$ cat src/rtl/ifu_prefetch.sv
// Instruction prefetch unit: Wishbone read master feeding a DEPTH-entry {pc, inst} queue.
// Optional IFU_BYPASS_EN: an empty queue forwards ack data to the ID stage in the ack cycle.
module ifu_prefetch #(
    parameter int                DEPTH    = 4,
    parameter int                ADDR_W   = 32,
    parameter int                DATA_W   = 32,
    parameter logic [ADDR_W-1:0] RESET_PC = 32'hBFC0_0000
) (
    input  logic                clk,
    input  logic                rst,
    output logic                ibus_cyc_o,
    output logic                ibus_stb_o,
    output logic                ibus_we_o,
    output logic [DATA_W/8-1:0] ibus_sel_o,
    output logic [ADDR_W-1:0]   ibus_adr_o,
    input  logic                ibus_ack_i,
    input  logic [DATA_W-1:0]   ibus_dat_i,
    output logic                inst_valid_o,
    input  logic                inst_ready_i,
    output logic [DATA_W-1:0]   inst_o,
    output logic [ADDR_W-1:0]   pc_o,
    input  logic                redirect_i,
    input  logic [ADDR_W-1:0]   redirect_pc_i
);

    localparam int PTR_W = $clog2(DEPTH);
    localparam int CNT_W = PTR_W + 1;
    localparam logic [CNT_W-1:0] FULL = CNT_W'(DEPTH);

    typedef enum logic [1:0] {IDLE, REQ, DRAIN} state_t;

    state_t            state;
    logic              cyc_q;
    logic [ADDR_W-1:0] adr_q;
    logic [ADDR_W-1:0] fetch_pc;
    logic [ADDR_W-1:0] redirect_target;
    logic [PTR_W-1:0]  rd_ptr;
    logic [PTR_W-1:0]  wr_ptr;
    logic [CNT_W-1:0]  count;
    logic [CNT_W-1:0]  count_next;
    logic [DATA_W-1:0] inst_mem [DEPTH];
    logic [ADDR_W-1:0] pc_mem   [DEPTH];
    logic              accept;
    logic              push;
    logic              pop;
    logic              q_valid;

    assign q_valid = (count != '0);
    // Only an ack of our own REQ transfer carries a wanted instruction; DRAIN acks are stale.
    assign accept  = (state == REQ) && ibus_ack_i && !redirect_i;
    assign pop     = q_valid && inst_ready_i && !redirect_i;

`ifdef IFU_BYPASS_EN
    logic bypass_hit;
    assign bypass_hit   = accept && (count == '0);
    assign push         = accept && !(bypass_hit && inst_ready_i);
    assign inst_valid_o = q_valid || bypass_hit;
    assign inst_o       = bypass_hit ? ibus_dat_i : inst_mem[rd_ptr];
    assign pc_o         = bypass_hit ? fetch_pc   : pc_mem[rd_ptr];
`else
    assign push         = accept;
    assign inst_valid_o = q_valid;
    assign inst_o       = inst_mem[rd_ptr];
    assign pc_o         = pc_mem[rd_ptr];
`endif

    assign count_next      = count + CNT_W'(push) - CNT_W'(pop);
    assign redirect_target = redirect_i ? redirect_pc_i : fetch_pc;

    assign ibus_cyc_o = cyc_q;
    assign ibus_stb_o = cyc_q;
    assign ibus_we_o  = 1'b0;
    assign ibus_sel_o = '1;
    assign ibus_adr_o = adr_q;

    always_ff @(posedge clk or posedge rst) begin
        if (rst) begin
            rd_ptr <= '0;
            wr_ptr <= '0;
            count  <= '0;
        end else if (redirect_i) begin
            rd_ptr <= '0;
            wr_ptr <= '0;
            count  <= '0;
        end else begin
            if (push) wr_ptr <= wr_ptr + 1'b1;
            if (pop)  rd_ptr <= rd_ptr + 1'b1;
            count <= count_next;
        end
    end

    // Storage is cleared on reset so the head outputs read zero before the first fetch.
    always_ff @(posedge clk or posedge rst) begin
        if (rst) begin
            for (int i = 0; i < DEPTH; i++) begin
                inst_mem[i] <= '0;
                pc_mem[i]   <= '0;
            end
        end else if (push) begin
            inst_mem[wr_ptr] <= ibus_dat_i;
            pc_mem[wr_ptr]   <= fetch_pc;
        end
    end

    always_ff @(posedge clk or posedge rst) begin
        if (rst) begin
            state    <= IDLE;
            cyc_q    <= 1'b0;
            adr_q    <= RESET_PC;
            fetch_pc <= RESET_PC;
        end else begin
            case (state)
                IDLE: begin
                    if (redirect_i) begin
                        fetch_pc <= redirect_pc_i;
                    end else if (count < FULL) begin
                        state <= REQ;
                        cyc_q <= 1'b1;
                        adr_q <= fetch_pc;
                    end
                end
                REQ: begin
                    if (ibus_ack_i && redirect_i) begin
                        fetch_pc <= redirect_pc_i;
                        adr_q    <= redirect_pc_i;
                    end else if (ibus_ack_i) begin
                        fetch_pc <= fetch_pc + ADDR_W'(4);
                        if (count_next < FULL) begin
                            adr_q <= fetch_pc + ADDR_W'(4);
                        end else begin
                            state <= IDLE;
                            cyc_q <= 1'b0;
                        end
                    end else if (redirect_i) begin
                        // The bus transfer cannot be aborted, so wait out its ack in DRAIN.
                        fetch_pc <= redirect_pc_i;
                        state    <= DRAIN;
                    end
                end
                DRAIN: begin
                    fetch_pc <= redirect_target;
                    if (ibus_ack_i) begin
                        if (redirect_i || count_next < FULL) begin
                            state <= REQ;
                            adr_q <= redirect_target;
                        end else begin
                            state <= IDLE;
                            cyc_q <= 1'b0;
                        end
                    end
                end
                default: begin
                    state <= IDLE;
                    cyc_q <= 1'b0;
                end
            endcase
        end
    end

endmodule

$ cat config.mk
export PLATFORM = sky130hd
export DESIGN_NAME = ifu_prefetch
export DESIGN_NICKNAME = d
export VERILOG_FILES = /design/src/rtl/ifu_prefetch.sv
export SDC_FILE = /design/constraint.sdc
export NUM_CORES = 1
export LEC_CHECK = 0
export CAP_MARGIN = 15
export CORE_MARGIN = 2
export CORE_UTILIZATION = 55
export DETAILED_ROUTE_END_ITERATION = 7
export GPL_ROUTABILITY_DRIVEN = 1
export PLACE_DENSITY = 0.78
export SYNTH_ARGS = -nofsm -noshare
export SYNTH_HDL_FRONTEND = slang
export SYNTH_SLANG_ARGS = --single-unit
$ cat constraint.sdc
create_clock -name clk -period 17.4 [get_ports clk]
set_input_delay 4.35 -clock clk [delete_from_list [all_inputs] [get_ports clk]]
set_output_delay 4.35 -clock clk [all_outputs]
set_load 0.01 [all_outputs]
Word level (Yosys, flattened, before mapping)
Cells that the tools add are included.
{"block": "op_classes", "shifts": 0, "bitwise_logic": 2, "n_mul": 0, "n_div": 0, "mux": 44, "n_reduce_logical": 18, "n_eq_ne": 14, "magnitude_cmp": 5, "n_addsub": 5}
{"cell": "two-way mux 32 bit", "count": 15}
{"cell": "bitwise mux 128 bit", "count": 2}
{"cell": "binary-select mux 32 bit (select 2 bit)", "count": 2}
{"cell": "case mux 32 bit (3 select lines)", "count": 1}
{"cell": "demux 32 bit (select 2 bit)", "count": 1}
{"cell": "case mux 32 bit (2 select lines)", "count": 1}
{"cell": "adder 32 x 3 -> 32 bit (second input constant)", "count": 1}
{"cell": "two-way mux 2 bit", "count": 11}
{"cell": "inequality test 2 bit (second input constant)", "count": 8}
{"cell": "AND reduction 7 bit", "count": 2}
{"cell": "two-way mux 1 bit", "count": 8}
{"cell": ">= comparator 3 bit (second input constant)", "count": 2}
{"cell": "logical AND 1 bit", "count": 6}
{"cell": "less-than comparator 3 bit (second input constant)", "count": 2}
{"cell": "inequality test 3 bit (second input constant)", "count": 2}
{"cell": "inverter 2 -> 3 bit", "count": 2}
{"cell": "case mux 2 bit (3 select lines)", "count": 1}
{"cell": "AND reduction 6 bit", "count": 1}
{"cell": "nonzero test 2 bit", "count": 3}
{"cell": "nonzero test 3 bit", "count": 2}
{"cell": "adder 2 x 1 -> 2 bit (second input constant)", "count": 2}
{"cell": "adder 3 x 1 -> 3 bit", "count": 1}
{"cell": "less-than comparator 3 x 1 -> 1 bit (second input constant)", "count": 1}
{"cell": "two-way mux 3 bit", "count": 1}
{"cell": "other kinds (10)", "count": 10}
{"block": "totals", "ram_bits": 0, "out_inout_bits": 104, "latch_bits": 0, "n_memories": 0, "rom_bits": 0, "regBits": 330}

Longest topological paths before layout
Gate-level depths: netlist (run 1).
{"block": "logic_depth", "ltp_word": 10, "ltp_mapped": 18}

Worst setup path after synthesis (run 1)
No wires, ideal clock.
{"block": "synth_timing", "path_kind": "input-to-reg", "from": "input redirect_i", "to": "register adr_q[10] (netlist: ibus_adr_o[10])", "setup_ps": 126, "t_arrival_ps": 7657, "t_required_ps": 17274, "path_slack_ps": 9617, "stages": 18, "cell_sequence": "buf_2 > buf_2 > buf_2 > buf_2 > buf_1 > nor2_1 > ha_1 > inv_1 > ha_1 > inv_1 > fa_1 > xnor3_1 > a21oi_1 > or4_1 > buf_2 > clkbuf_1 > a221oi_1 > nor2_1"}
{"block": "synth_via", "elab_chain_cells": 8, "word_cells_on_any_way": 18, "classes_between": "add/sub: 2; order compare: 1; eq/ne: 4; mux: 5; reduce/logical: 6"}
{"element": "from (decl)", "line": "22", "rtl": "input logic redirect_i,"}
{"element": "logical NOT 1 bit", "line": "50, 51"}
{"element": "logical AND 1 bit", "line": "50", "rtl": "assign accept = (state == REQ) && ibus_ack_i && !redirect_i;"}
{"element": "adder 3 x 1 -> 3 bit", "line": "67", "rtl": "assign count_next = count + CNT_W'(push) - CNT_W'(pop);"}
{"element": "subtractor 3 x 1 -> 3 bit", "line": "67"}
{"element": "less-than comparator 3 bit", "line": "128, 143"}
{"element": "logical OR 1 bit", "line": "143", "rtl": "if (redirect_i || count_next < FULL) begin"}
{"element": "inequality test 2 bit (no line)"}
{"element": "AND reduction 7 bit (no line)"}
{"element": "to (signal assigned)", "line": "125", "rtl": "adr_q <= redirect_pc_i;"}
{"element": "to (signal assigned)", "line": "129", "rtl": "adr_q <= fetch_pc + ADDR_W'(4);"}
{"element": "to (signal assigned)", "line": "145", "rtl": "adr_q <= redirect_target;"}
{"element": "to (decl)", "line": "34", "rtl": "logic [ADDR_W-1:0] adr_q;"}
Parallel ways exist; a longest one is shown, timed or not. The select of a mux whose other input is x is not followed.
A chain may end at the register's enable or synchronous reset.

Worst setup path after layout (run 1)
{"block": "layout_timing", "from": "input ibus_ack_i", "to": "register adr_q[25] (netlist: ibus_adr_o[25])"}
{"block": "layout_via", "elab_chain_cells": 8, "word_cells_on_any_way": 14, "classes_between": "add/sub: 2; order compare: 1; eq/ne: 4; mux: 2; reduce/logical: 5"}
{"element": "from (decl)", "line": "16", "rtl": "input logic ibus_ack_i,"}
{"element": "logical AND 1 bit (2 in a row)", "line": "50"}
{"element": "adder 3 x 1 -> 3 bit", "line": "67"}
{"element": "subtractor 3 x 1 -> 3 bit", "line": "67"}
{"element": "less-than comparator 3 bit", "line": "128, 143"}
{"element": "logical OR 1 bit", "line": "143"}
{"element": "inequality test 2 bit (no line)"}
{"element": "AND reduction 7 bit (no line)"}
Parallel ways exist; a longest one is shown, timed or not.

==> report_table.html, run 1 <==
<table>
<tr><th>Metric</th><th>Value</th></tr>
<tr><th colspan="2">CTS</th></tr>
<tr><td>Clock latency of the later-clocked register in the worst-skew pair</td><td>0.51 ns</td></tr>
<tr><td>Cts-stage hold buffer count</td><td>0</td></tr>
<tr><td>H-tree levels</td><td>2</td></tr>
<tr><td>Clock input transition at the sequential cells of the worst setup and hold paths</td><td>0.06 ns</td></tr>
<tr><td>Setup bufs post-CTS</td><td>0</td></tr>
<tr><td>Maximum number of buffers from clock root to sink</td><td>3</td></tr>
<tr><td>Clock tree from TritonCTS</td><td>done</td></tr>
<tr><td>Clk root buf</td><td>clkbuf_16</td></tr>
<tr><td>Number of sinks driven by the clock tree</td><td>330</td></tr>
<tr><td>Number of buffers created by CTS</td><td>36</td></tr>
<tr><td>Post_cts resized</td><td>0</td></tr>
<tr><th colspan="2">Drt</th></tr>
<tr><td>Detail-routed via count per cell</td><td>6.33</td></tr>
<tr><td>First drt pass iteration count</td><td>5</td></tr>
<tr><td>WL/cell</td><td>22.6 µm</td></tr>
<tr><td>Vias post-DR</td><td>11600</td></tr>
<tr><td>Post-detailed-route count of antenna-violating nets</td><td>0</td></tr>
<tr><td>DRT Wirelength</td><td>41400 µm</td></tr>
<tr><td>Final routed DRC violation total</td><td>0</td></tr>
<tr><td>Starting DRT DRC Count</td><td>1083</td></tr>
<tr><th colspan="2">Placed design</th></tr>
<tr><td>GPL Wtd Cong</td><td>0.912</td></tr>
<tr><td>Post-DP HPWL</td><td>25500 µm</td></tr>
<tr><td>Buffers on Ports</td><td>167</td></tr>
<tr><th colspan="2">Worst hold path</th></tr>
<tr><td>Worst hold path class</td><td>reg -&gt; reg</td></tr>
<tr><th colspan="2">Floorplan</th></tr>
<tr><td>Placement Rows</td><td>63</td></tr>
<tr><td>Core region area</td><td>29600 µm²</td></tr>
<tr><td>DIE HEIGHT</td><td>177 µm</td></tr>
<tr><td>Number of top-level pins</td><td>173</td></tr>
<tr><td>Die Outline Area</td><td>31300 µm²</td></tr>
<tr><td>Initial Utilization</td><td>55.7%</td></tr>
<tr><td>Die Width</td><td>177 µm</td></tr>
<tr><th colspan="2">Cells and area</th></tr>
<tr><td>Commonest non-fill, non-tap cells in the layout</td><td>dfrtp_1 (310), mux2_2 (256), clkdlybuf4s50_1 (166)</td></tr>
<tr><td>Antenna Cells</td><td>0</td></tr>
<tr><td>Commonest non-fill, non-tap cell in the layout</td><td>dfrtp_1</td></tr>
<tr><td>Number of nets at the end of the flow</td><td>1501</td></tr>
<tr><td>Area growth from synthesis to layout</td><td>18.6%</td></tr>
<tr><td>Share of final-layout standard cells stronger than drive strength 1</td><td>30.3%</td></tr>
<tr><th colspan="2">Timing</th></tr>
<tr><td>Setup violators final</td><td>0</td></tr>
<tr><td>Count of final max-slew check failures</td><td>0</td></tr>
<tr><td>Setup total negative slack</td><td>0 ns</td></tr>
<tr><td>Post-layout min period</td><td>8.06 ns</td></tr>
<tr><td>Final Hold Vio Count</td><td>0</td></tr>
<tr><td>Unrepaired setup endpoints after global routing</td><td>false</td></tr>
<tr><td>Max Fclk</td><td>124 MHz</td></tr>
<tr><td>Worst setup skew after layout</td><td>0.00947 ns</td></tr>
<tr><td>Slew at the pin closest to its max-slew limit</td><td>1.11 ns</td></tr>
<tr><td>Portion of the clock cycle consumed by the worst path in the final layout</td><td>46.3%</td></tr>
<tr><td>Max_slew headroom</td><td>26.3%</td></tr>
<tr><td>Worst hold slack across all endpoints</td><td>0.471 ns</td></tr>
<tr><th colspan="2">Global routing</th></tr>
<tr><td>Total congestion overflow after global routing</td><td>0</td></tr>
<tr><td>Total global-route track usage</td><td>27.0%</td></tr>
<tr><td>Via count of the first global-routing pass</td><td>11900</td></tr>
<tr><td>Antenna violations before repair</td><td>0</td></tr>
<tr><td>First-pass GRT wire length</td><td>66000 µm</td></tr>
<tr><td>Maximum number of pins on one net before global-route repair</td><td>187</td></tr>
<tr><th colspan="2">Synth</th></tr>
<tr><td>Share of synthesized registers carrying an async set or reset</td><td>100%</td></tr>
<tr><td>Flip-flop and latch count after synthesis</td><td>330</td></tr>
<tr><td>Mean area per synthesized cell</td><td>12.5 µm²</td></tr>
<tr><td>Yosys cell types</td><td>78</td></tr>
<tr><td>Post-Syn Area</td><td>16500 µm²</td></tr>
<tr><td>Portion of the post-synthesis area used by sequential elements</td><td>50.3%</td></tr>
<tr><td>Synthesized instance count</td><td>1315</td></tr>
<tr><td>EDFF count, synth</td><td>0</td></tr>
<tr><td>Total of warnings raised by yosys</td><td>0</td></tr>
<tr><td>Post-synth top flop</td><td>dfrtp_1</td></tr>
<tr><th colspan="2">Critical path</th></tr>
<tr><td>CP Class</td><td>in -&gt; reg</td></tr>
<tr><td>Max FO, Critical Path</td><td>39</td></tr>
<tr><td>Chain of cells forming the critical path</td><td>clkdlybuf4s50_1 &gt; nor2b_1 &gt; and2_1 &gt; inv_1 &gt; ha_1 &gt; inv_1 &gt; ha_1 &gt; inv_1 &gt; fa_1 &gt; xnor3_1 &gt; a21oi_1 &gt; or4_1 &gt; buf_4 &gt; a221o_1 &gt; o32a_1</td></tr>
<tr><td>Sort of element at the end of the critical path</td><td>flop</td></tr>
<tr><td>Crit-path slowest cell</td><td>clkdlybuf4s50_1</td></tr>
<tr><td>CP peak stage delay</td><td>0.83 ns</td></tr>
<tr><td>Startpoint types</td><td>input pin</td></tr>
<tr><td>Required time reported for the critical path endpoint</td><td>17.84 ns</td></tr>
<tr><td>Cell mode on critical path</td><td>inv_1</td></tr>
<tr><td>Endpoint arrival time on the critical path</td><td>8.50 ns</td></tr>
<tr><th colspan="2">Pwr</th></tr>
<tr><td>Worst vdd ir</td><td>0.113 mV</td></tr>
<tr><td>PwrDens</td><td>183 nW/µm²</td></tr>
<tr><td>Leakage power summed over all cells</td><td>0.00845 µW</td></tr>
<tr><th colspan="2">Run</th></tr>
<tr><td>Count of maximum capacitance violations</td><td>0</td></tr>
<tr><th colspan="2">Status</th></tr>
<tr><td>Run status</td><td>finished, final reports clean</td></tr>
</table>
==> worst max-delay path: cells and delay by family <==
family / cells / cell delay, ns
AO/OA/AOI/OAI: 3 / 0.67
adder cells (fa/ha/maj): 3 / 0.79
buffers and inverters: 5 / 1.32
XOR/XNOR: 1 / 0.23
AND/OR/NAND/NOR: 3 / 1.13
==> stage by stage <==
step,std cells,setup WS (ns),util (%),cell area [µm²],total power (µW)
floorplan,1318,3.94,-,16500,2190
global placement,1771,9.04,62.0,18300,2740
detailed placement,1771,8.88,62.0,18300,2800
CTS,1832,9.37,66.0,19500,3580
global route,1832,9.17,66.0,19500,3770
finish,1832,9.34,66.0,19500,3570
==> sequential cells by signal, summed over array words and instances, names as in the netlist <==
register and cells:
fetch_pc 32, inst_mem 128, wr_ptr 2, state 2, count 3, pc_mem 128, ibus_cyc_o 1, rd_ptr 2
ibus_adr_o 32
==> layer usage <==
layer	wire, µm	vias to the layer above	track usage, %
met5	0	-	0
met1	17300	5881	36.7
li1	-	5107	-
met3	3410	111	6.14
met4	1410	0	9.40
met2	19400	505	43.1
==> worst paths after layout <==
check                                        endpoint                    start  slack, ns  depth (start not counted)
setup reg to reg           ibus_adr_o[25]$_DFFE_PP1P_     state[1]$_DFFE_PP0P_      13.59                         15
hold reg to reg               pc_mem[115]$_DFFE_PP0P_  pc_mem[115]$_DFFE_PP0P_       0.47                          2
max in group asynchronous       rd_ptr[0]$_DFFE_PP0P_                      rst      11.24                          3
setup / recovery           ibus_adr_o[25]$_DFFE_PP1P_               ibus_ack_i       9.34                         15
hold / removal                pc_mem[115]$_DFFE_PP0P_  pc_mem[115]$_DFFE_PP0P_       0.47                          2
min in group asynchronous   inst_mem[126]$_DFFE_PP0P_                      rst       4.48                          2
==> Yosys cell counts, types with 5 or more instances <==
master,number,area (µm²)
clkbuf_1,63,236
and3_1,9,56.3
buf_4,8,60.1
dfstp_2,18,473
buf_2,18,90.1
a21oi_1,36,180
inv_1,19,71.3
nor3_1,14,70.1
or3_1,5,31.3
a221o_1,14,140
nor2_1,53,199
mux2i_1,8,80.1
buf_1,34,128
nor4_1,6,37.5
o21ai_0,78,390
a31oi_1,15,93.8
mux2_2,256,2880
o22ai_1,5,31.3
nand2_1,82,308
o22a_1,11,96.3
and2_1,7,43.8
a32oi_1,6,52.6
a221oi_1,12,105
a22oi_1,9,67.6
nand4_1,17,106
o31ai_1,5,37.5
nand3_1,25,125
mux4_2,64,1440
dfrtp_1,312,7810
and4_1,8,70.1
ha_1,12,150
==> layout make-up <==
type / count / area, µm²
inverter: 21 / 86.3
multi-input combinational: 843 / 7630
fill: 2157 / 10000
tap: 390 / 488
timing repair buffer: 187 / 1830
clock buffer: 50 / 1060
sequential: 330 / 8290
clock inverter: 11 / 141
==> cell families (layout without fill, tap and decap cells) <==
kind of cell               count (synthesis)  in the layout  share of synthesized area [%]
DFF                                      330            330                           50.3
and+or+nand+nor                          247            247                           7.68
other                                      2              5                         0.0456
muxes                                    328            328                           26.8
adders and majority gates                 13             13                           1.03
buffers and inverters                    145            269                           3.64
AOI/OAI and AO/OA                        242            242                           9.99
xor gates and xnor gates                   8              8                          0.510
==> power by group <==
part | leakage [µW] | switching [µW] | internal (µW)
Combinational | 0.00362 | 678 | 805
Sequential | 0.00423 | 244 | 1070
Clock | 0.000595 | 303 | 468
Total | 0.00845 | 1230 | 2340
Power figures use the tool's default switching activity.
==> inputs of run 2 (changes only) <==
--- a/config.mk
+++ b/config.mk
@@ -7,10 +7,10 @@
 export LEC_CHECK = 0
 export CAP_MARGIN = 15
 export CORE_MARGIN = 2
-export CORE_UTILIZATION = 55
+export CORE_UTILIZATION = 52
 export DETAILED_ROUTE_END_ITERATION = 7
 export GPL_ROUTABILITY_DRIVEN = 1
-export PLACE_DENSITY = 0.78
+export PLACE_DENSITY = 0.77
 export SYNTH_ARGS = -nofsm -noshare
 export SYNTH_HDL_FRONTEND = slang
 export SYNTH_SLANG_ARGS = --single-unit
==> constraint.sdc (replaced) <==
create_clock -name clk -period 6.69 [get_ports clk]
set_input_delay 1.6725 -clock clk [delete_from_list [all_inputs] [get_ports clk]]
set_output_delay 1.6725 -clock clk [all_outputs]
set_load 0.01 [all_outputs]
==> report_table.html, run 2 (synthesized netlist as in run 1, its figures left out) <==
<table>
<tr><th>Metric</th><th>Value</th></tr>
<tr><th colspan="2">Global routing</th></tr>
<tr><td>M2 GR Usage</td><td>42.2% (-0.95 points)</td></tr>
<tr><td>Global routing usage on met3</td><td>4.99% (-1.1 points)</td></tr>
<tr><td>First-pass GRT wire length</td><td>67400 µm (+2.2%)</td></tr>
<tr><td>Met1 GRT Util</td><td>35.4% (-1.3 points)</td></tr>
<tr><td>Total congestion overflow after global routing</td><td>0 (unchanged)</td></tr>
<tr><td>Maximum number of pins on one net before global-route repair</td><td>201 (+7.5%)</td></tr>
<tr><td>Antenna violations before repair</td><td>0 (unchanged)</td></tr>
<tr><td>Via count of the first global-routing pass</td><td>12000 (+0.52%)</td></tr>
<tr><td>Total global-route track usage</td><td>25.9% (-1.1 points)</td></tr>
<tr><td>Most Crowded Layer GR</td><td>met2</td></tr>
<tr><th colspan="2">Critical path</th></tr>
<tr><td>Sort of element at the end of the critical path</td><td>flop</td></tr>
<tr><td>Max FO, Critical Path</td><td>25 (-36%)</td></tr>
<tr><td>Startpoint types</td><td>input pin</td></tr>
<tr><td>Required time reported for the critical path endpoint</td><td>7.09 ns (-10.75 ns)</td></tr>
<tr><td>Endpoint arrival time on the critical path</td><td>5.80 ns (-2.70 ns)</td></tr>
<tr><td>CP Class</td><td>in -&gt; reg</td></tr>
<tr><th colspan="2">Drt</th></tr>
<tr><td>Vias post-DR</td><td>11600 (-0.10%)</td></tr>
<tr><td>Detail-routed via count per cell</td><td>6.27 (-1.1%)</td></tr>
<tr><td>First drt pass iteration count</td><td>7 (+2)</td></tr>
<tr><td>Starting DRT DRC Count</td><td>1091 (+0.74%)</td></tr>
<tr><td>DRT Wirelength</td><td>42200 µm (+1.9%)</td></tr>
<tr><td>Final routed DRC violation total</td><td>0 (unchanged)</td></tr>
<tr><td>Post-detailed-route count of antenna-violating nets</td><td>0 (unchanged)</td></tr>
<tr><td>WL/cell</td><td>22.8 µm (+0.91%)</td></tr>
<tr><th colspan="2">Placed design</th></tr>
<tr><td>GPL Wtd Cong</td><td>0.911 (about the same)</td></tr>
<tr><td>Cells after DPL</td><td>1784 (+0.73%)</td></tr>
<tr><td>DP Area</td><td>18400 µm² (+0.22%)</td></tr>
<tr><td>Buffers on Ports</td><td>167 (unchanged)</td></tr>
<tr><td>Post-DP HPWL</td><td>25900 µm (+1.4%)</td></tr>
<tr><th colspan="2">Floorplan</th></tr>
<tr><td>Initial Utilization</td><td>52.4% (-3.2 points)</td></tr>
<tr><td>Core region area</td><td>31400 µm² (+6.2%)</td></tr>
<tr><td>DIE HEIGHT</td><td>182 µm (+2.8%)</td></tr>
<tr><td>Number of top-level pins</td><td>173 (unchanged)</td></tr>
<tr><td>Die Width</td><td>182 µm (+2.8%)</td></tr>
<tr><td>Placement Rows</td><td>65 (+3.2%)</td></tr>
<tr><td>Die Outline Area</td><td>33100 µm² (+5.6%)</td></tr>
<tr><th colspan="2">CTS</th></tr>
<tr><td>Number of buffers created by CTS</td><td>36 (unchanged)</td></tr>
<tr><td>Number of sinks driven by the clock tree</td><td>330 (unchanged)</td></tr>
<tr><td>Clk root buf</td><td>clkbuf_16</td></tr>
<tr><td>Post_cts resized</td><td>0 (unchanged)</td></tr>
<tr><td>Cts-stage hold buffer count</td><td>0 (unchanged)</td></tr>
<tr><td>Clock tree from TritonCTS</td><td>done</td></tr>
<tr><td>Clock input transition at the sequential cells of the worst setup and hold paths</td><td>0.06 ns (about the same)</td></tr>
<tr><td>H-tree levels</td><td>2 (unchanged)</td></tr>
<tr><td>Clock latency of the later-clocked register in the worst-skew pair</td><td>0.51 ns (about the same)</td></tr>
<tr><td>Setup bufs post-CTS</td><td>0 (unchanged)</td></tr>
<tr><td>Maximum number of buffers from clock root to sink</td><td>3 (unchanged)</td></tr>
<tr><th colspan="2">Cells and area</th></tr>
<tr><td>Share of final-layout standard cells stronger than drive strength 1</td><td>30.6% (+0.29 points)</td></tr>
<tr><td>Area growth from synthesis to layout</td><td>18.9%</td></tr>
<tr><td>Design Area, Final</td><td>19600 µm² (+0.21%)</td></tr>
<tr><td>Number of nets at the end of the flow</td><td>1502 (+0.067%)</td></tr>
<tr><td>Final cell count without fillers</td><td>1850 (+0.98%)</td></tr>
<tr><td>Antenna Cells</td><td>0 (unchanged)</td></tr>
<tr><td>Total area of multi-input combinational cells</td><td>7640 µm² (+0.11%)</td></tr>
<tr><td>Commonest non-fill, non-tap cells in the layout</td><td>dfrtp_1 (310), mux2_2 (256), clkdlybuf4s50_1 (166)</td></tr>
<tr><td>Commonest non-fill, non-tap cell in the layout</td><td>dfrtp_1</td></tr>
<tr><td>Reg area</td><td>8290 µm² (unchanged)</td></tr>
<tr><td>Top flop regs</td><td>inst_mem (128), pc_mem (128)</td></tr>
<tr><td>Total of fill cells in the finished design</td><td>2455 (+14%)</td></tr>
<tr><th colspan="2">Timing</th></tr>
<tr><td>Max_slew headroom</td><td>24.9% (-1.4 points)</td></tr>
<tr><td>Max Fclk</td><td>185 MHz</td></tr>
<tr><td>Slew at the pin closest to its max-slew limit</td><td>1.13 ns (+0.0210 ns)</td></tr>
<tr><td>Post-layout min period</td><td>5.40 ns</td></tr>
<tr><td>Setup total negative slack</td><td>0 ns (unchanged)</td></tr>
<tr><td>Setup violators final</td><td>0 (unchanged)</td></tr>
<tr><td>Final Hold Vio Count</td><td>0 (unchanged)</td></tr>
<tr><td>Unrepaired setup endpoints after global routing</td><td>false</td></tr>
<tr><td>Worst setup skew after layout</td><td>0.00937 ns (-0.000101 ns)</td></tr>
<tr><td>Count of final max-slew check failures</td><td>0 (unchanged)</td></tr>
<tr><td>Portion of the clock cycle consumed by the worst path in the final layout</td><td>80.8%</td></tr>
<tr><th colspan="2">Status</th></tr>
<tr><td>Run status</td><td>finished, final reports clean</td></tr>
<tr><th colspan="2">Pwr</th></tr>
<tr><td>Leakage power summed over all cells</td><td>0.00845 µW (about the same)</td></tr>
<tr><td>PwrDens</td><td>477 nW/µm² (+160%)</td></tr>
<tr><td>Worst vdd ir</td><td>0.343 mV (+200%)</td></tr>
<tr><td>Final total power</td><td>9330 µW (+160%)</td></tr>
<tr><th colspan="2">Run</th></tr>
<tr><td>Count of maximum capacitance violations</td><td>0 (unchanged)</td></tr>
<tr><th colspan="2">Worst hold path</th></tr>
<tr><td>Worst hold path class</td><td>reg -&gt; reg</td></tr>
</table>
-- run 2: cell types whose count changed in the layout (fill, tap and decap cells not counted), sizes merged --
cell	previous run	this run
clkinvlp	0	5
clkinv	10	12
inv	19	20
clkbuf	50	47
buf	21	22
-- run 2: area by class of cell --
cell class	instances	share of cell area [%]
clock inverters	19	0.998
clock buffers	47	5.13
inverters	21	0.422
multi-input cells	843	39.1
flip-flops and latches	330	42.4
well taps	402	2.57
repair buffers	188	9.46
-- run 2: critical path, cell delays in order --
cell             delay [ns]
clkdlybuf4s50_1        0.45
buf_4                  0.20
nor2b_1                0.18
and2_1                 0.40
inv_1                  0.08
ha_1                   0.27
inv_1                  0.06
ha_1                   0.13
inv_1                  0.05
fa_1                   0.37
xnor3_1                0.23
a21oi_1                0.08
or4_1                  0.90
buf_4                  0.38
a221oi_1               0.26
nor2_1                 0.07
-- run 2: through the flow --
step	worst slack, ns	util (%)	hold slack [ns]
finish	1.29	62.3	0.478
detailed placement	0.763	58.5	0.468
CTS	1.29	62.3	0.481
global route	1.03	62.3	0.510
global placement	0.891	58.5	0.456
floorplan	0.626	-	0.445
-- run 2: metal layers --
metal  vias to the layer above  share of wire, %
met5                         -                 0
met4                         0               2.9
met3                        88               7.9
met2                       511                48
met1                      5869                41
li1                       5124                 -
-- run 2: worst paths after layout --
| path | startpoint | to | slack [ns] | depth (start not counted) |
|---|---|---|---|---|
| max | ibus_ack_i | ibus_adr_o[9]$_DFFE_PP0P_ | 1.29 | 16 |
| min in group asynchronous | rst | inst_mem[62]$_DFFE_PP0P_ | 1.45 | 2 |
| min | pc_mem[51]$_DFFE_PP0P_ | pc_mem[51]$_DFFE_PP0P_ | 0.48 | 2 |
| min reg2reg | pc_mem[51]$_DFFE_PP0P_ | pc_mem[51]$_DFFE_PP0P_ | 0.48 | 2 |
| max reg2reg | state[1]$_DFFE_PP0P_ | ibus_adr_o[9]$_DFFE_PP0P_ | 1.91 | 15 |
| max in group asynchronous | rst | rd_ptr[0]$_DFFE_PP0P_ | 3.78 | 3 |
-- run 2: power by group --
part,internal [µW],switching [µW],leakage [µW]
Sequential,2780,644,0.00423
Clock,1180,821,0.000583
Combinational,2100,1800,0.00363
==> inputs of run 3 (changes only) <==
==> constraint.sdc (replaced) <==
create_clock -name clk -period 4.4 [get_ports clk]
set_input_delay 1.1 -clock clk [delete_from_list [all_inputs] [get_ports clk]]
set_output_delay 1.1 -clock clk [all_outputs]
set_load 0.01 [all_outputs]
==> report_table.html, run 3 (synthesized netlist as in run 1, its figures left out) <==
<table>
<tr><th>Metric</th><th>Value</th></tr>
<tr><th colspan="2">Timing</th></tr>
<tr><td>Max_slew headroom</td><td>26.5% (+1.6 points)</td></tr>
<tr><td>Max Fclk</td><td>255 MHz</td></tr>
<tr><td>Count of final max-slew check failures</td><td>0 (unchanged)</td></tr>
<tr><td>Unrepaired setup endpoints after global routing</td><td>false</td></tr>
<tr><td>Worst setup skew after layout</td><td>0.0152 ns (+0.00586 ns)</td></tr>
<tr><td>Setup violators final</td><td>0 (unchanged)</td></tr>
<tr><td>Portion of the clock cycle consumed by the worst path in the final layout</td><td>89.2%</td></tr>
<tr><td>Worst hold slack across all endpoints</td><td>0.474 ns (-0.00374 ns)</td></tr>
<tr><td>Setup WS post-layout</td><td>0.473 ns (-0.814 ns)</td></tr>
<tr><td>Post-layout min period</td><td>3.93 ns</td></tr>
<tr><td>Slew at the pin closest to its max-slew limit</td><td>1.10 ns (-0.0244 ns)</td></tr>
<tr><td>Final Hold Vio Count</td><td>0 (unchanged)</td></tr>
<tr><th colspan="2">Drt</th></tr>
<tr><td>Vias post-DR</td><td>11800 (+1.6%)</td></tr>
<tr><td>Final routed DRC violation total</td><td>0 (unchanged)</td></tr>
<tr><td>Post-detailed-route count of antenna-violating nets</td><td>0 (unchanged)</td></tr>
<tr><td>WL/cell</td><td>22.5 µm (-1.6%)</td></tr>
<tr><td>Starting DRT DRC Count</td><td>1097 (+0.55%)</td></tr>
<tr><td>First drt pass iteration count</td><td>6 (-1)</td></tr>
<tr><td>Detail-routed via count per cell</td><td>6.28 (+0.25%)</td></tr>
<tr><td>DRT Wirelength</td><td>42100 µm (-0.22%)</td></tr>
<tr><th colspan="2">Status</th></tr>
<tr><td>Run status</td><td>finished, final reports clean</td></tr>
<tr><th colspan="2">CTS</th></tr>
<tr><td>Clk root buf</td><td>clkbuf_16</td></tr>
<tr><td>Setup bufs post-CTS</td><td>0 (unchanged)</td></tr>
<tr><td>Clock latency of the later-clocked register in the worst-skew pair</td><td>0.53 ns (+0.02 ns)</td></tr>
<tr><td>H-tree levels</td><td>2 (unchanged)</td></tr>
<tr><td>Maximum number of buffers from clock root to sink</td><td>3 (unchanged)</td></tr>
<tr><td>Cts-stage hold buffer count</td><td>0 (unchanged)</td></tr>
<tr><td>Clock input transition at the sequential cells of the worst setup and hold paths</td><td>0.06 ns (about the same)</td></tr>
<tr><td>Clock tree from TritonCTS</td><td>done</td></tr>
<tr><td>Number of sinks driven by the clock tree</td><td>330 (unchanged)</td></tr>
<tr><td>Post_cts resized</td><td>0 (unchanged)</td></tr>
<tr><td>Number of buffers created by CTS</td><td>37 (+2.8%)</td></tr>
<tr><th colspan="2">Cells and area</th></tr>
<tr><td>Share of final-layout standard cells stronger than drive strength 1</td><td>31.7% (+1.1 points)</td></tr>
<tr><td>Area growth from synthesis to layout</td><td>20.9%</td></tr>
<tr><td>Total of fill cells in the finished design</td><td>2367 (-3.6%)</td></tr>
<tr><td>Top flop regs</td><td>inst_mem (128), pc_mem (128)</td></tr>
<tr><td>Commonest non-fill, non-tap cells in the layout</td><td>dfrtp_1 (310), mux2_2 (256), clkdlybuf4s50_1 (166)</td></tr>
<tr><td>Reg area</td><td>8290 µm² (unchanged)</td></tr>
<tr><td>Number of nets at the end of the flow</td><td>1529 (+1.8%)</td></tr>
<tr><td>Design Area, Final</td><td>19900 µm² (+1.7%)</td></tr>
<tr><td>Total area of multi-input combinational cells</td><td>7630 µm² (-0.11%)</td></tr>
<tr><td>Antenna Cells</td><td>0 (unchanged)</td></tr>
<tr><td>Core occupancy in the finished layout</td><td>63.3% (+1.0 points)</td></tr>
<tr><td>Commonest non-fill, non-tap cell in the layout</td><td>dfrtp_1</td></tr>
<tr><th colspan="2">Pwr</th></tr>
<tr><td>Leakage power summed over all cells</td><td>0.00863 µW (+2.2%)</td></tr>
<tr><td>Sequential share of power</td><td>35.8% (-0.9 points)</td></tr>
<tr><td>Portion of total power attributed to combinational logic</td><td>42.3% (+0.5 points)</td></tr>
<tr><td>Fraction of power spent switching nets</td><td>34.2% (-0.77 points)</td></tr>
<tr><td>Net switching component of the power</td><td>4920 µW (+51%)</td></tr>
<tr><td>Share of power burned in the clock network</td><td>21.9% (+0.4 points)</td></tr>
<tr><td>Final total power</td><td>14400 µW (+54%)</td></tr>
<tr><td>Design internal power</td><td>9460 µW (+56%)</td></tr>
<tr><td>PwrDens</td><td>723 nW/µm² (+52%)</td></tr>
<tr><td>Worst vdd ir</td><td>0.396 mV (+15%)</td></tr>
<tr><th colspan="2">Global routing</th></tr>
<tr><td>Total global-route track usage</td><td>25.7% (-0.21 points)</td></tr>
<tr><td>Antenna violations before repair</td><td>0 (unchanged)</td></tr>
<tr><td>Via count of the first global-routing pass</td><td>12200 (+1.6%)</td></tr>
<tr><td>Maximum number of pins on one net before global-route repair</td><td>81 (-60%)</td></tr>
<tr><td>Total congestion overflow after global routing</td><td>0 (unchanged)</td></tr>
<tr><td>First-pass GRT wire length</td><td>67000 µm (-0.58%)</td></tr>
<tr><th colspan="2">Critical path</th></tr>
<tr><td>Crit-path slowest cell</td><td>or4_1</td></tr>
<tr><td>Beginning of the worst register-to-register path</td><td>count[1]$_DFF_PP0_</td></tr>
<tr><td>Endpoint of the most critical register-to-register path</td><td>ibus_adr_o[13]$_DFFE_PP0P_</td></tr>
<tr><td>Sort of element at the end of the critical path</td><td>flop</td></tr>
<tr><td>CP Class</td><td>in -&gt; reg</td></tr>
<tr><td>Cell mode on critical path</td><td>inv_1</td></tr>
<tr><td>Max FO, Critical Path</td><td>21 (-16%)</td></tr>
<tr><td>Endpoint arrival time on the critical path</td><td>4.33 ns (-1.47 ns)</td></tr>
<tr><td>Cell family contributing the most delay on the critical path</td><td>simple AND/OR/NAND/NOR gates</td></tr>
<tr><td>Required time reported for the critical path endpoint</td><td>4.80 ns (-2.29 ns)</td></tr>
<tr><td>Setup slack of the most critical reg-to-reg path</td><td>0.79 ns (-1.12 ns)</td></tr>
<tr><td>Chain of cells forming the critical path</td><td>clkdlybuf4s50_1 &gt; nor2b_1 &gt; and2_1 &gt; inv_1 &gt; ha_1 &gt; inv_1 &gt; ha_1 &gt; inv_1 &gt; fa_1 &gt; xnor3_1 &gt; a21oi_1 &gt; or4_1 &gt; buf_4 &gt; a221oi_1 &gt; nor2_1</td></tr>
<tr><td>Buf+Inv Stages, Crit Path</td><td>5 (-1)</td></tr>
<tr><td>Number of cells on the worst reg-to-reg path</td><td>14 (-1)</td></tr>
<tr><td>Startpoint types</td><td>input pin</td></tr>
<tr><td>CP peak stage delay</td><td>0.61 ns (-0.29 ns)</td></tr>
<tr><th colspan="2">Floorplan</th></tr>
<tr><td>Core region area</td><td>31400 µm² (unchanged)</td></tr>
<tr><td>Die Outline Area</td><td>33100 µm² (unchanged)</td></tr>
<tr><td>Placement Rows</td><td>65 (unchanged)</td></tr>
<tr><td>Number of top-level pins</td><td>173 (unchanged)</td></tr>
<tr><td>Die Width</td><td>182 µm (unchanged)</td></tr>
<tr><td>Initial Utilization</td><td>52.4% (unchanged)</td></tr>
<tr><td>DIE HEIGHT</td><td>182 µm (unchanged)</td></tr>
<tr><th colspan="2">Placed design</th></tr>
<tr><td>GPL Wtd Cong</td><td>0.920 (+0.90%)</td></tr>
<tr><td>Buffers on Ports</td><td>167 (unchanged)</td></tr>
<tr><td>Post-DP HPWL</td><td>27400 µm (+6.0%)</td></tr>
<tr><td>DP Area</td><td>18600 µm² (+1.4%)</td></tr>
<tr><td>Setup WS pre-CTS</td><td>-0.0393 ns (-0.802 ns)</td></tr>
<tr><th colspan="2">Worst hold path</th></tr>
<tr><td>Worst hold path class</td><td>reg -&gt; reg</td></tr>
<tr><td>Start point of the worst min-delay path</td><td>pc_mem[115]$_DFFE_PP0P_</td></tr>
<tr><td>Worst Hold Path Cells</td><td>2 (unchanged)</td></tr>
<tr><td>Hold path endpoint</td><td>pc_mem[115]$_DFFE_PP0P_</td></tr>
<tr><th colspan="2">Run</th></tr>
<tr><td>Count of maximum capacitance violations</td><td>0 (unchanged)</td></tr>
</table>
==> run 3: power by group through the flow <==
stage / clock network (µW) / logic (µW) / registers (µW)
floorplan: 0 / 3920 / 4760
global placement: 0 / 5900 / 5090
detailed placement: 0 / 6070 / 5160
CTS: 3210 / 6090 / 5130
global route: 3360 / 6530 / 5300
finish: 3150 / 6090 / 5140
==> run 3: tightest hold or removal path, cell delays in order (launching register included) <==
cell	delay (ns)
dfrtp_1	0.34
nand2_1	0.05
o21ai_0	0.06
==> run 3: worst max-delay path by stage <==
| stage | from | end | slack [ns] | cells after the start |
|---|---|---|---|---|
| finish | ibus_ack_i | ibus_adr_o[13]$_DFFE_PP0P_ | 0.47 | 15 |
| global route | ibus_ack_i | ibus_adr_o[13]$_DFFE_PP0P_ | 0.29 | 15 |
| CTS | ibus_ack_i | ibus_adr_o[15]$_DFFE_PP0P_ | 0.50 | 15 |
| detailed placement | ibus_ack_i | ibus_adr_o[10]$_DFFE_PP0P_ | -0.04 | 15 |
| global placement | ibus_ack_i | ibus_adr_o[10]$_DFFE_PP0P_ | 0.05 | 15 |
| floorplan | rst | count[0]$_DFF_PP0_ | -1.09 | 1 |
==> run 3: cell type report <==
cell class | count | area share [%]
clock buffers | 59 | 5.88
clock inverters | 6 | 0.478
inverters | 21 | 0.415
multi-input cells | 843 | 38.4
flip-flops and latches | 330 | 41.7
well taps | 402 | 2.53
repair buffers | 214 | 10.7
==> run 3: metrics by stage <==
step,std cells,setup TNS [ns]
floorplan,1318,-340.70
global placement,1810,0
detailed placement,1810,-0.142
CTS,1875,0
global route,1875,0
finish,1875,0
==> run 3: per-layer routing <==
| metal | global-route usage [%] | routed length, µm | up-vias |
|---|---|---|---|
| met3 | 5.21 | 3180 | 118 |
| met2 | 42.0 | 20100 | 508 |
| met5 | 0 | 0 | - |
| li1 | - | - | 5172 |
| met1 | 34.2 | 17400 | 5980 |
| met4 | 9.65 | 1490 | 0 |
